### config.mk
export PLATFORM = sky130hd
export DESIGN_NAME = dvp_tx_generator
export DESIGN_NICKNAME = d
export VERILOG_FILES = /design/src/rtl/dvp_tx_pkg.sv /design/src/rtl/dvp_tx_pclk_gen.sv /design/src/rtl/dvp_tx_generator.sv
export SDC_FILE = /design/constraint.sdc
export NUM_CORES = 1
export LEC_CHECK = 0
export BUFFER_PORTS_ARGS = -buffer_cell sky130_fd_sc_hd__buf_2
export CORE_MARGIN = 1
export CORE_UTILIZATION = 40
export CTS_BUF_LIST = sky130_fd_sc_hd__clkbuf_8 sky130_fd_sc_hd__clkbuf_16
export DETAILED_ROUTE_END_ITERATION = 8
export GPL_ROUTABILITY_DRIVEN = 0
export PLACE_DENSITY_LB_ADDON = 0.12
export REMOVE_ABC_BUFFERS = 1
export SLEW_MARGIN = 10
export SYNTH_ARGS = -nofsm -noshare
export SYNTH_HDL_FRONTEND = slang
export SYNTH_SLANG_ARGS = --single-unit
### constraint.sdc
create_clock -name clk -period 3.99 [get_ports clk]
set_clock_uncertainty 0.05 [all_clocks]
set_input_delay 0.798 -clock clk [delete_from_list [all_inputs] [get_ports clk]]
set_output_delay 0.798 -clock clk [all_outputs]
set_load 0.05 [all_outputs]
### src/rtl/dvp_tx_pkg.sv
// Shared definitions for the DVP transmitter: frame states, RGB565 colour bars
// and helpers that derive line/frame totals and counter widths.
package dvp_tx_pkg;

  typedef enum logic [2:0] {
    ST_IDLE   = 3'd0,
    ST_VSYNC  = 3'd1,
    ST_VBP    = 3'd2,
    ST_ACTIVE = 3'd3,
    ST_VFP    = 3'd4
  } dvp_state_e;

  localparam logic [15:0] RGB565_WHITE   = 16'hFFFF;
  localparam logic [15:0] RGB565_YELLOW  = 16'hFFE0;
  localparam logic [15:0] RGB565_CYAN    = 16'h07FF;
  localparam logic [15:0] RGB565_GREEN   = 16'h07E0;
  localparam logic [15:0] RGB565_MAGENTA = 16'hF81F;
  localparam logic [15:0] RGB565_RED     = 16'hF800;
  localparam logic [15:0] RGB565_BLUE    = 16'h001F;
  localparam logic [15:0] RGB565_BLACK   = 16'h0000;

  function automatic int cnt_width(input int n);
    return (n < 2) ? 1 : $clog2(n);
  endfunction

  function automatic int h_total(input int img_w, input int hblank);
    return 2 * img_w + hblank;
  endfunction

  function automatic int v_total(input int vs, input int vbp, input int img_h, input int vfp);
    return vs + vbp + img_h + vfp;
  endfunction

  function automatic logic [15:0] bar_colour(input logic [2:0] idx);
    case (idx)
      3'd0:    return RGB565_WHITE;
      3'd1:    return RGB565_YELLOW;
      3'd2:    return RGB565_CYAN;
      3'd3:    return RGB565_GREEN;
      3'd4:    return RGB565_MAGENTA;
      3'd5:    return RGB565_RED;
      3'd6:    return RGB565_BLUE;
      default: return RGB565_BLACK;
    endcase
  endfunction

endpackage

### src/rtl/dvp_tx_pclk_gen.sv
// Pixel clock divider: toggles pclk every PCLK_DIV clk cycles while enabled and
// flags the cycle whose closing edge drives pclk from 1 to 0 (the fall tick).
module dvp_tx_pclk_gen
  import dvp_tx_pkg::*;
#(
  parameter int PCLK_DIV = 2
) (
  input  logic clk,
  input  logic rst_n,
  input  logic en,
  output logic pclk,
  output logic fall_tick
);

  localparam int DW = cnt_width(PCLK_DIV);
  localparam logic [DW-1:0] DIV_LAST = DW'(PCLK_DIV - 1);

  logic [DW-1:0] div_cnt;
  logic          div_term;

  assign div_term  = (div_cnt == DIV_LAST);
  assign fall_tick = en && div_term && pclk;

  // Disabling the divider parks pclk low so a restart always begins with a rising edge.
  always_ff @(posedge clk) begin
    if (!rst_n) begin
      div_cnt <= '0;
      pclk    <= 1'b0;
    end else if (!en) begin
      div_cnt <= '0;
      pclk    <= 1'b0;
    end else if (div_term) begin
      div_cnt <= '0;
      pclk    <= ~pclk;
    end else begin
      div_cnt <= div_cnt + 1'b1;
    end
  end

endmodule

### src/rtl/dvp_tx_generator.sv
// DVP camera-side transmitter: serialises RGB565 pixels as two bytes per pixel with
// programmable frame timing. Define DVP_TX_TEST_PATTERN_EN to add the colour-bar source.
module dvp_tx_generator
  import dvp_tx_pkg::*;
#(
  parameter int DVP_DATA_W  = 8,
  parameter int RGB_PXL_W   = 16,
  parameter int IMG_W       = 640,
  parameter int IMG_H       = 480,
  parameter int HBLANK      = 144,
  parameter int HS_W        = 16,
  parameter int VSYNC_LINES = 3,
  parameter int VBP_LINES   = 17,
  parameter int VFP_LINES   = 10,
  parameter int PCLK_DIV    = 2
) (
  input  logic                  clk,
  input  logic                  rst_n,
  input  logic                  tx_start_i,
`ifdef DVP_TX_TEST_PATTERN_EN
  input  logic                  tp_en_i,
`endif
  input  logic [RGB_PXL_W-1:0]  pxl_i,
  input  logic                  pxl_vld_i,
  output logic                  pxl_rdy_o,
  output logic                  dvp_pclk_o,
  output logic [DVP_DATA_W-1:0] dvp_d_o,
  output logic                  dvp_href_o,
  output logic                  dvp_vsync_o,
  output logic                  dvp_hsync_o,
  output logic                  frame_done_o,
  output logic                  underflow_o
);

  localparam int H_TOTAL = h_total(IMG_W, HBLANK);
  localparam int V_TOTAL = v_total(VSYNC_LINES, VBP_LINES, IMG_H, VFP_LINES);
  localparam int H_W     = cnt_width(H_TOTAL + 1);
  localparam int V_W     = cnt_width(V_TOTAL);

  localparam logic [H_W-1:0] H_LAST   = H_W'(H_TOTAL - 1);
  localparam logic [H_W-1:0] H_ACT    = H_W'(2 * IMG_W);
  localparam logic [H_W-1:0] HS_END   = H_W'(2 * IMG_W + HS_W);
  localparam logic [V_W-1:0] VS_LAST  = V_W'((VSYNC_LINES > 0) ? VSYNC_LINES - 1 : 0);
  localparam logic [V_W-1:0] VBP_LAST = V_W'((VBP_LINES > 0) ? VBP_LINES - 1 : 0);
  localparam logic [V_W-1:0] ACT_LAST = V_W'((IMG_H > 0) ? IMG_H - 1 : 0);
  localparam logic [V_W-1:0] VFP_LAST = V_W'((VFP_LINES > 0) ? VFP_LINES - 1 : 0);

  // Zero-length porches are skipped by choosing the successor at elaboration time.
  localparam dvp_state_e FIRST_ST = (VSYNC_LINES > 0) ? ST_VSYNC :
                                    (VBP_LINES > 0)   ? ST_VBP   : ST_ACTIVE;
  localparam dvp_state_e AFTER_VS = (VBP_LINES > 0) ? ST_VBP : ST_ACTIVE;

  dvp_state_e            state, state_nxt;
  logic [H_W-1:0]        h_cnt, h_nxt;
  logic [V_W-1:0]        v_cnt, v_nxt, v_last;
  logic                  frame_end;
  logic                  start_pend;
  logic                  tx_start_q;
  logic                  pclk_en;
  logic                  fall_tick;
  logic                  href_nxt, hsync_nxt, vsync_nxt;
  logic                  slot_even, slot_odd;
  logic                  pix_ok;
  logic                  tp_sel;
  logic [RGB_PXL_W-1:0]  pix_src;
  logic [DVP_DATA_W-1:0] lo_byte;

  assign pclk_en = (state != ST_IDLE) || start_pend || tx_start_i;

  dvp_tx_pclk_gen #(
    .PCLK_DIV (PCLK_DIV)
  ) u_pclk_gen (
    .clk       (clk),
    .rst_n     (rst_n),
    .en        (pclk_en),
    .pclk      (dvp_pclk_o),
    .fall_tick (fall_tick)
  );

  always_comb begin
    case (state)
      ST_VSYNC:  v_last = VS_LAST;
      ST_VBP:    v_last = VBP_LAST;
      ST_ACTIVE: v_last = ACT_LAST;
      default:   v_last = VFP_LAST;
    endcase
  end

  // Position of the slot that the next fall tick will present.
  always_comb begin
    state_nxt = state;
    h_nxt     = h_cnt;
    v_nxt     = v_cnt;
    frame_end = 1'b0;
    if (state == ST_IDLE) begin
      if (tx_start_i || start_pend) begin
        state_nxt = FIRST_ST;
        h_nxt     = '0;
        v_nxt     = '0;
      end
    end else if (h_cnt != H_LAST) begin
      h_nxt = h_cnt + 1'b1;
    end else begin
      h_nxt = '0;
      if (v_cnt != v_last) begin
        v_nxt = v_cnt + 1'b1;
      end else begin
        v_nxt = '0;
        case (state)
          ST_VSYNC:  state_nxt = AFTER_VS;
          ST_VBP:    state_nxt = ST_ACTIVE;
          ST_ACTIVE: begin
            state_nxt = ST_VFP;
            frame_end = (VFP_LINES == 0);
          end
          default:   frame_end = 1'b1;
        endcase
        if (frame_end) begin
          state_nxt = tx_start_i ? FIRST_ST : ST_IDLE;
        end
      end
    end
  end

  assign href_nxt  = (state_nxt == ST_ACTIVE) && (h_nxt < H_ACT);
  assign hsync_nxt = (state_nxt != ST_IDLE) && (h_nxt >= H_ACT) && (h_nxt < HS_END);
  assign vsync_nxt = (state_nxt == ST_VSYNC);
  assign slot_even = fall_tick && href_nxt && !h_nxt[0];
  assign slot_odd  = fall_tick && href_nxt && h_nxt[0];

`ifdef DVP_TX_TEST_PATTERN_EN
  logic [2:0] bar_idx;
  assign bar_idx = 3'(((32'(h_nxt) >> 1) * 8) / IMG_W);
  assign tp_sel  = tp_en_i;
  assign pix_src = tp_en_i ? RGB_PXL_W'(bar_colour(bar_idx)) : pxl_i;
  assign pix_ok  = tp_en_i || pxl_vld_i;
`else
  assign tp_sel  = 1'b0;
  assign pix_src = pxl_i;
  assign pix_ok  = pxl_vld_i;
`endif

  // The handshake lands on the same edge that puts the high byte on the bus.
  assign pxl_rdy_o = rst_n && slot_even && !tp_sel;

  always_ff @(posedge clk) begin
    if (!rst_n) begin
      state      <= ST_IDLE;
      h_cnt      <= '0;
      v_cnt      <= '0;
      start_pend <= 1'b0;
    end else begin
      if ((state == ST_IDLE) && tx_start_i) begin
        start_pend <= 1'b1;
      end
      if (fall_tick) begin
        state <= state_nxt;
        h_cnt <= h_nxt;
        v_cnt <= v_nxt;
        if (state == ST_IDLE) begin
          start_pend <= 1'b0;
        end
      end
    end
  end

  // A tx_start_i rise clears the sticky flag ahead of any same-cycle starvation.
  always_ff @(posedge clk) begin
    if (!rst_n) begin
      tx_start_q   <= 1'b0;
      frame_done_o <= 1'b0;
      underflow_o  <= 1'b0;
      dvp_vsync_o  <= 1'b0;
      dvp_hsync_o  <= 1'b0;
      dvp_href_o   <= 1'b0;
      dvp_d_o      <= '0;
      lo_byte      <= '0;
    end else begin
      tx_start_q   <= tx_start_i;
      frame_done_o <= fall_tick && frame_end;
      if (tx_start_i && !tx_start_q) begin
        underflow_o <= 1'b0;
      end else if (slot_even && !pix_ok) begin
        underflow_o <= 1'b1;
      end
      if (fall_tick) begin
        dvp_vsync_o <= vsync_nxt;
        dvp_hsync_o <= hsync_nxt;
        dvp_href_o  <= href_nxt;
        if (slot_even) begin
          dvp_d_o <= pix_ok ? pix_src[RGB_PXL_W-1 -: DVP_DATA_W] : '0;
          lo_byte <= pix_ok ? pix_src[DVP_DATA_W-1:0] : '0;
        end else if (slot_odd) begin
          dvp_d_o <= lo_byte;
        end else begin
          dvp_d_o <= '0;
        end
      end
    end
  end

endmodule

## Yosys cells after proc, flatten, opt, wreduce, memory -nomap -nowiden

Cells that the tools add are included.

| operators by class | value |
|---|---|
| mux-type cells | 29 |
| reductions and logical operators | 28 |
| eq/ne operators | 9 |
| magnitude comparators | 3 |
| bitwise gates (word level) | 3 |
| add/sub/neg operators | 3 |

Operator list:

| operator | number |
|---|---|
| $mux W9 | 4 |
| $mux W11 | 3 |
| $mux W8 | 4 |
| $pmux W9 S3 | 1 |
| $lt A11 B11 Y1 const B | 2 |
| $mux W3 | 5 |
| $logic_and A1 B1 Y1 | 13 |
| $add A11 B1 Y11 const B | 1 |
| $ge A11 B11 Y1 const B | 1 |
| $mux W1 | 11 |
| $ne A11 B11 Y1 const B | 1 |
| $add A9 B1 Y9 const B | 1 |
| $eq A3 B2 Y1 const B | 3 |
| $ne A9 B9 Y1 | 1 |
| $pmux W3 S3 | 1 |
| $eq A3 B1 Y1 const B | 2 |
| $reduce_bool A3 Y1 | 2 |
| $reduce_or A3 Y1 | 2 |
| $reduce_and A2 Y1 | 2 |
| $logic_not A1 Y1 | 3 |
| $logic_not A3 Y1 | 1 |
| $logic_or A1 B1 Y1 | 3 |
| $not A1 Y1 | 3 |
| $reduce_and A3 Y1 | 1 |
| 4 further kinds | 4 |

| word-level totals | value |
|---|---|
| bits in registers | 48 |
| output and inout port bits | 15 |

## Depth between registers and ports, before layout

| logic depth | value |
|---|---|
| depth in word-level cells | 16 |
| gate-level depth with buffers | 10 |
| depth with buffers taken out | 8 |

## By module

A second synthesis with hierarchy kept.

| unflattened totals | value |
|---|---|
| cells, all modules | 345 |
| area, all modules | 2771.4 sq um |

By module, submodules not included:

| module | area an instance (sq um) | cells an instance | instances |
|---|---|---|---|
| dvp_tx_generator | 2703.8 | 338 | 1 |
| dvp_tx_pclk_gen | 67.6 | 7 | 1 |

## Least setup slack after synthesis

OpenSTA, ideal clock, no wires.

| path | value |
|---|---|
| kind | register to output |
| start point | reg h_cnt[1] |
| end point | out pxl_rdy_o |
| path slack | 0.627 ns |
| arrival time | 2.515 ns |
| stages on the path, launching flop included | 10 |
| path buffers | 1 |
| cell sequence | dfxtp_1 ha_1 and3_1 clkbuf_1 nand3_1 o211ai_1 o21ai_1 nor4_1 nand2_1 nor2_1 |

| on the way | value |
|---|---|
| longest elaborated chain between the ends | 8 |
| elaborated cells between the ends (all ways) | 14 |

RTL lines:

| element | RTL line | text |
|---|---|---|
| start: declaration | dvp_tx_generator.sv:54 | `logic [H_W-1:0] h_cnt, h_nxt;` |
| start signal: assignment | dvp_tx_generator.sv:158 | `h_cnt <= h_nxt;` |
| $add A11 B1 Y11 / $ne A11 B11 Y1 (equally long branches) | dvp_tx_generator.sv:102, dvp_tx_generator.sv:101 |  |
| $mux W11 / $mux W3 (equally long branches) | dvp_tx_generator.sv:101 | `end else if (h_cnt != H_LAST) begin` |
| $mux W11 / $mux W3 (equally long branches) | dvp_tx_generator.sv:95 | `if (state == ST_IDLE) begin` |
| $lt A11 B11 Y1 / $eq A3 B2 Y1 (equally long branches) | dvp_tx_generator.sv:125 | `assign href_nxt = (state_nxt == ST_ACTIVE) && (h_nxt < H_ACT);` |
| $logic_and A1 B1 Y1 | dvp_tx_generator.sv:125 |  |
| $logic_and A1 B1 Y1 | dvp_tx_generator.sv:128 | `assign slot_even = fall_tick && href_nxt && !h_nxt[0];` |
| $logic_and A1 B1 Y1 (*) | dvp_tx_generator.sv:128 |  |
| $logic_and A1 B1 Y1 (*) | dvp_tx_generator.sv:144 | `assign pxl_rdy_o = rst_n && slot_even && !tp_sel;` |
| end: declaration | dvp_tx_generator.sv:25 | `output logic pxl_rdy_o,` |

Mark *: on every way between the ends. The rest lies on a longest branch, timed or not.

## Final worst setup path

| path | value |
|---|---|
| start point | reg h_cnt[0] |
| end point | out pxl_rdy_o |

The elaborated chain is that of the path after synthesis.

==> flow_summary.ini <==
[power]
power_switching_share_pct = 27.2
p_comb_share_pct = 11.0
internal_power_w = 0.000641
p_sw_w = 0.000239
power_leakage_nw = 1.05
powerDensity_nw_per_um2 = 311
clkPwrFrac_pct = 33.1
worst_ir_drop_vdd_v = 0.000213
share_seq_of_total_power_pct = 55.9

[worst_setup_path]
reg2reg_depth = 8
path_max_fanout = 9
worstReg2RegEnd = lo_byte[7]
r2r_start = h_cnt[0]
startpoint = h_cnt[0]
cp.required_ns = 3.14
reg2reg_slack_ns = 1.13
crit_path_start_kind = flip-flop
cp.arrival_ns = 2.90
max_stage_delay_ns = 0.46
endpoint = pxl_rdy_o
critPathCaptureType = output pin
worst-setup-path-type = flip-flop to output pin
crit_chain = ha_1, and3_1, nand3_1, o211ai_1, o21ai_1, nor4_1, nand2_1, nor2_1, buf_2
cp_slowest_cell = dfxtp_1

[synth]
yosysSeqAreaShare_pct = 37.5
synth_top_family_by_area = simple AND/OR/NAND/NOR gates
ys_types = 53
synth_compound_area_share_pct = 18.0
async_reset_ff_share_pct = 0
synth_ff_type = dfxtp_1
synth_xor_area_share_pct = 3.41
syn_inst = 326
synth_simple_gate_area_share_pct = 30.6
avgSynthCellArea_sq_um = 7.87
yosysWarnings = 0
synth-edff-count = 0
synth_seq_cells = 48
netlist_area_sq_um = 2560
synth_fa_ha_area_share_pct = 0.976
synthMuxAreaShare_pct = 4.34

[timing]
finalCritPeriodShare_pct = 93.9
fmax_mhz = 267
rsz0062_at_grt = no
hold_viol = 0
drv_slew = 0
finalSetupTns_ns = 0
min_period_ns = 3.75
tightest_slew_ns = 0.594
whs_ns = 0.404
finalSetupViolCount = 0
max-slew-margin-rel_pct = 60.0

[clocking]
clkTransAtPathRegs_ns = 0.09
cts_hold_buf = 0
worstSkewPairLatency_ns = 0.30
clock-sinks = 48
post_cts_resized = 0
clk_path_buf_depth = 2
cts_tree = yes
numCtsBuffers = 5
htreeDepth = 2
post_cts_buffers = 0
cts-root-buf = clkbuf_8

[hold_path]
hold_start = dvp_d_o[3]
holdCritPathClass = flip-flop to flip-flop
holdPathStages = 2

[global_routing]
grtUsageTotal_pct = 19.2
first_global_vias = 2063
antenna_found_initial = 0
grt_overflow = 0
grt_max_degree = 21
grt_first_pass_wirelength_microns = 9820

[final_layout]
diodes = 0
drive_gt1_share_pct = 17.2
nets = 370
syn_to_final_growth_pct = 10.4

[drt]
routed_via_density = 5.62
first_iter_violations = 174
postRouteAntennaNets = 0
wl_per_cell_microns = 14.5
firstDrtPassIters = 7
drc = 0
wirelength_microns = 6170
vias = 2382

[floorplanning]
dieWidth_microns = 82.1
row_count = 28
core_sq_um = 6060
die_h_microns = 82.1
io_pins = 35
initial_core_util_pct = 42.3
dieArea_sq_um = 6740

[placed_design]
io_buffers = 34
place.detailed.hpwl_microns = 4370

[status]
status = completed

[run]
maxCapViolCount = 0
## Yosys cell counts (3+ instances only)
master / instances / area, sq um
a21oi_1: 28 / 140
a31oi_1: 7 / 43.8
and2_1: 3 / 18.8
and3_1: 12 / 75.1
buf_2: 5 / 25.0
clkbuf_1: 13 / 48.8
dfxtp_1: 48 / 961
inv_1: 6 / 22.5
mux2i_1: 10 / 100
nand2_1: 51 / 191
nand2b_1: 3 / 18.8
nand3_1: 13 / 65.1
nand4_1: 5 / 31.3
nor2_1: 31 / 116
nor3_1: 9 / 45.0
nor4_1: 4 / 25.0
o211ai_1: 3 / 22.5
o21ai_0: 16 / 80.1
o21ai_1: 3 / 15.0
or3_1: 5 / 31.3
xnor2_1: 6 / 52.6
xor2_1: 4 / 35.0
## stage by stage
| step | setup slack [ns] | utilization [%] | instances | area (sq um) | total power (W) |
|---|---|---|---|---|---|
| final | 0.245 | 46.7 | 424 | 2830 | 0.000881 |
| after global routing | 0.0232 | 46.7 | 424 | 2830 | 0.000923 |
| after CTS | 0.248 | 46.7 | 424 | 2830 | 0.000889 |
| after detailed placement | 0.625 | 45.3 | 416 | 2740 | 0.000600 |
| after global placement | 0.714 | 45.3 | 416 | 2740 | 0.000600 |
| after floorplan | 0.634 | - | 304 | 2460 | 0.000564 |
## layout make-up
cell class | count | area, sq um
multi-input combinational | 249 | 1470
inverter | 7 | 26.3
clock buffer | 5 | 68.8
sequential | 48 | 961
tap | 75 | 93.8
clock inverter | 3 | 18.8
timing repair buffer | 37 | 193
fill | 650 | 3230
## critical path, delay by kind of cell, from the launching register on
kind / cells / cell delay [ns]
adder cells (fa/ha/maj): 1 / 0.26
AO/OA/AOI/OAI: 2 / 0.43
buffers and inverters: 1 / 0.27
flip-flops: 1 / 0.46
AND/OR/NAND/NOR: 5 / 1.17
## logic make-up (layout without fill, tap and decap cells)
group           after synthesis  count (layout)
xor+xnor                     10              10
flops                        48              48
compound gates               74              74
fa+ha+maj                     2               2
simple gates                152             152
mux                          11              11
buf+inv                      29              52
## state kept, by name, indices dropped and copies added (netlist names)
name	cells
dvp_vsync_o	1
dvp_hsync_o	1
dvp_d_o	8
h_cnt	11
lo_byte	8
start_pend	1
u_pclk_gen.div_cnt	1
v_cnt	9
state	3
frame_done_o	1
u_pclk_gen.pclk	1
dvp_href_o	1
tx_start_q	1
underflow_o	1
## cell usage in the layout, fill, tap and decap left out, drive strengths merged, types with 2 or more instances in the layout
cell / count
nor3: 11
o211ai: 3
and3: 14
mux2i: 10
nand4: 5
a211oi: 2
xnor2: 6
buf: 37
inv: 7
clkinv: 3
and4: 2
o21ai: 19
a21oi: 28
nand2b: 3
a32oi: 2
nor2: 33
nand4b: 2
xor2: 4
nor4: 6
nand2: 51
clkbuf: 5
dfxtp: 48
nand3: 15
and2: 3
o31ai: 2
ha: 2
a31oi: 7
or3: 5
## worst min-delay path by stage
stage | end | slack, ns
after global placement | dvp_d_o[3] | 0.39
final | dvp_d_o[3] | 0.40
after floorplan | u_pclk_gen.div_cnt | 0.38
after CTS | dvp_d_o[3] | 0.41
after global routing | dvp_d_o[3] | 0.44
after detailed placement | dvp_d_o[3] | 0.39
## layer usage
layer	global-route usage [%]	vias up	part of all wire, %
met2	28.8	53	44
met1	27.9	1120	51
li1	-	1202	-
met3	3.44	7	3.9
met4	5.44	0	1.2
met5	0	-	0
## power groups by stage
stage,Sequential (W),Combinational [W],Clock [W]
floorplan,0.000507,0.0000577,0
global placement,0.000503,0.0000968,0
detailed placement,0.000503,0.0000966,0
CTS,0.000492,0.0000971,0.000300
global route,0.000493,0.000107,0.000323
finish,0.000492,0.0000969,0.000292
No activity file was read; power rests on OpenSTA's default activity.
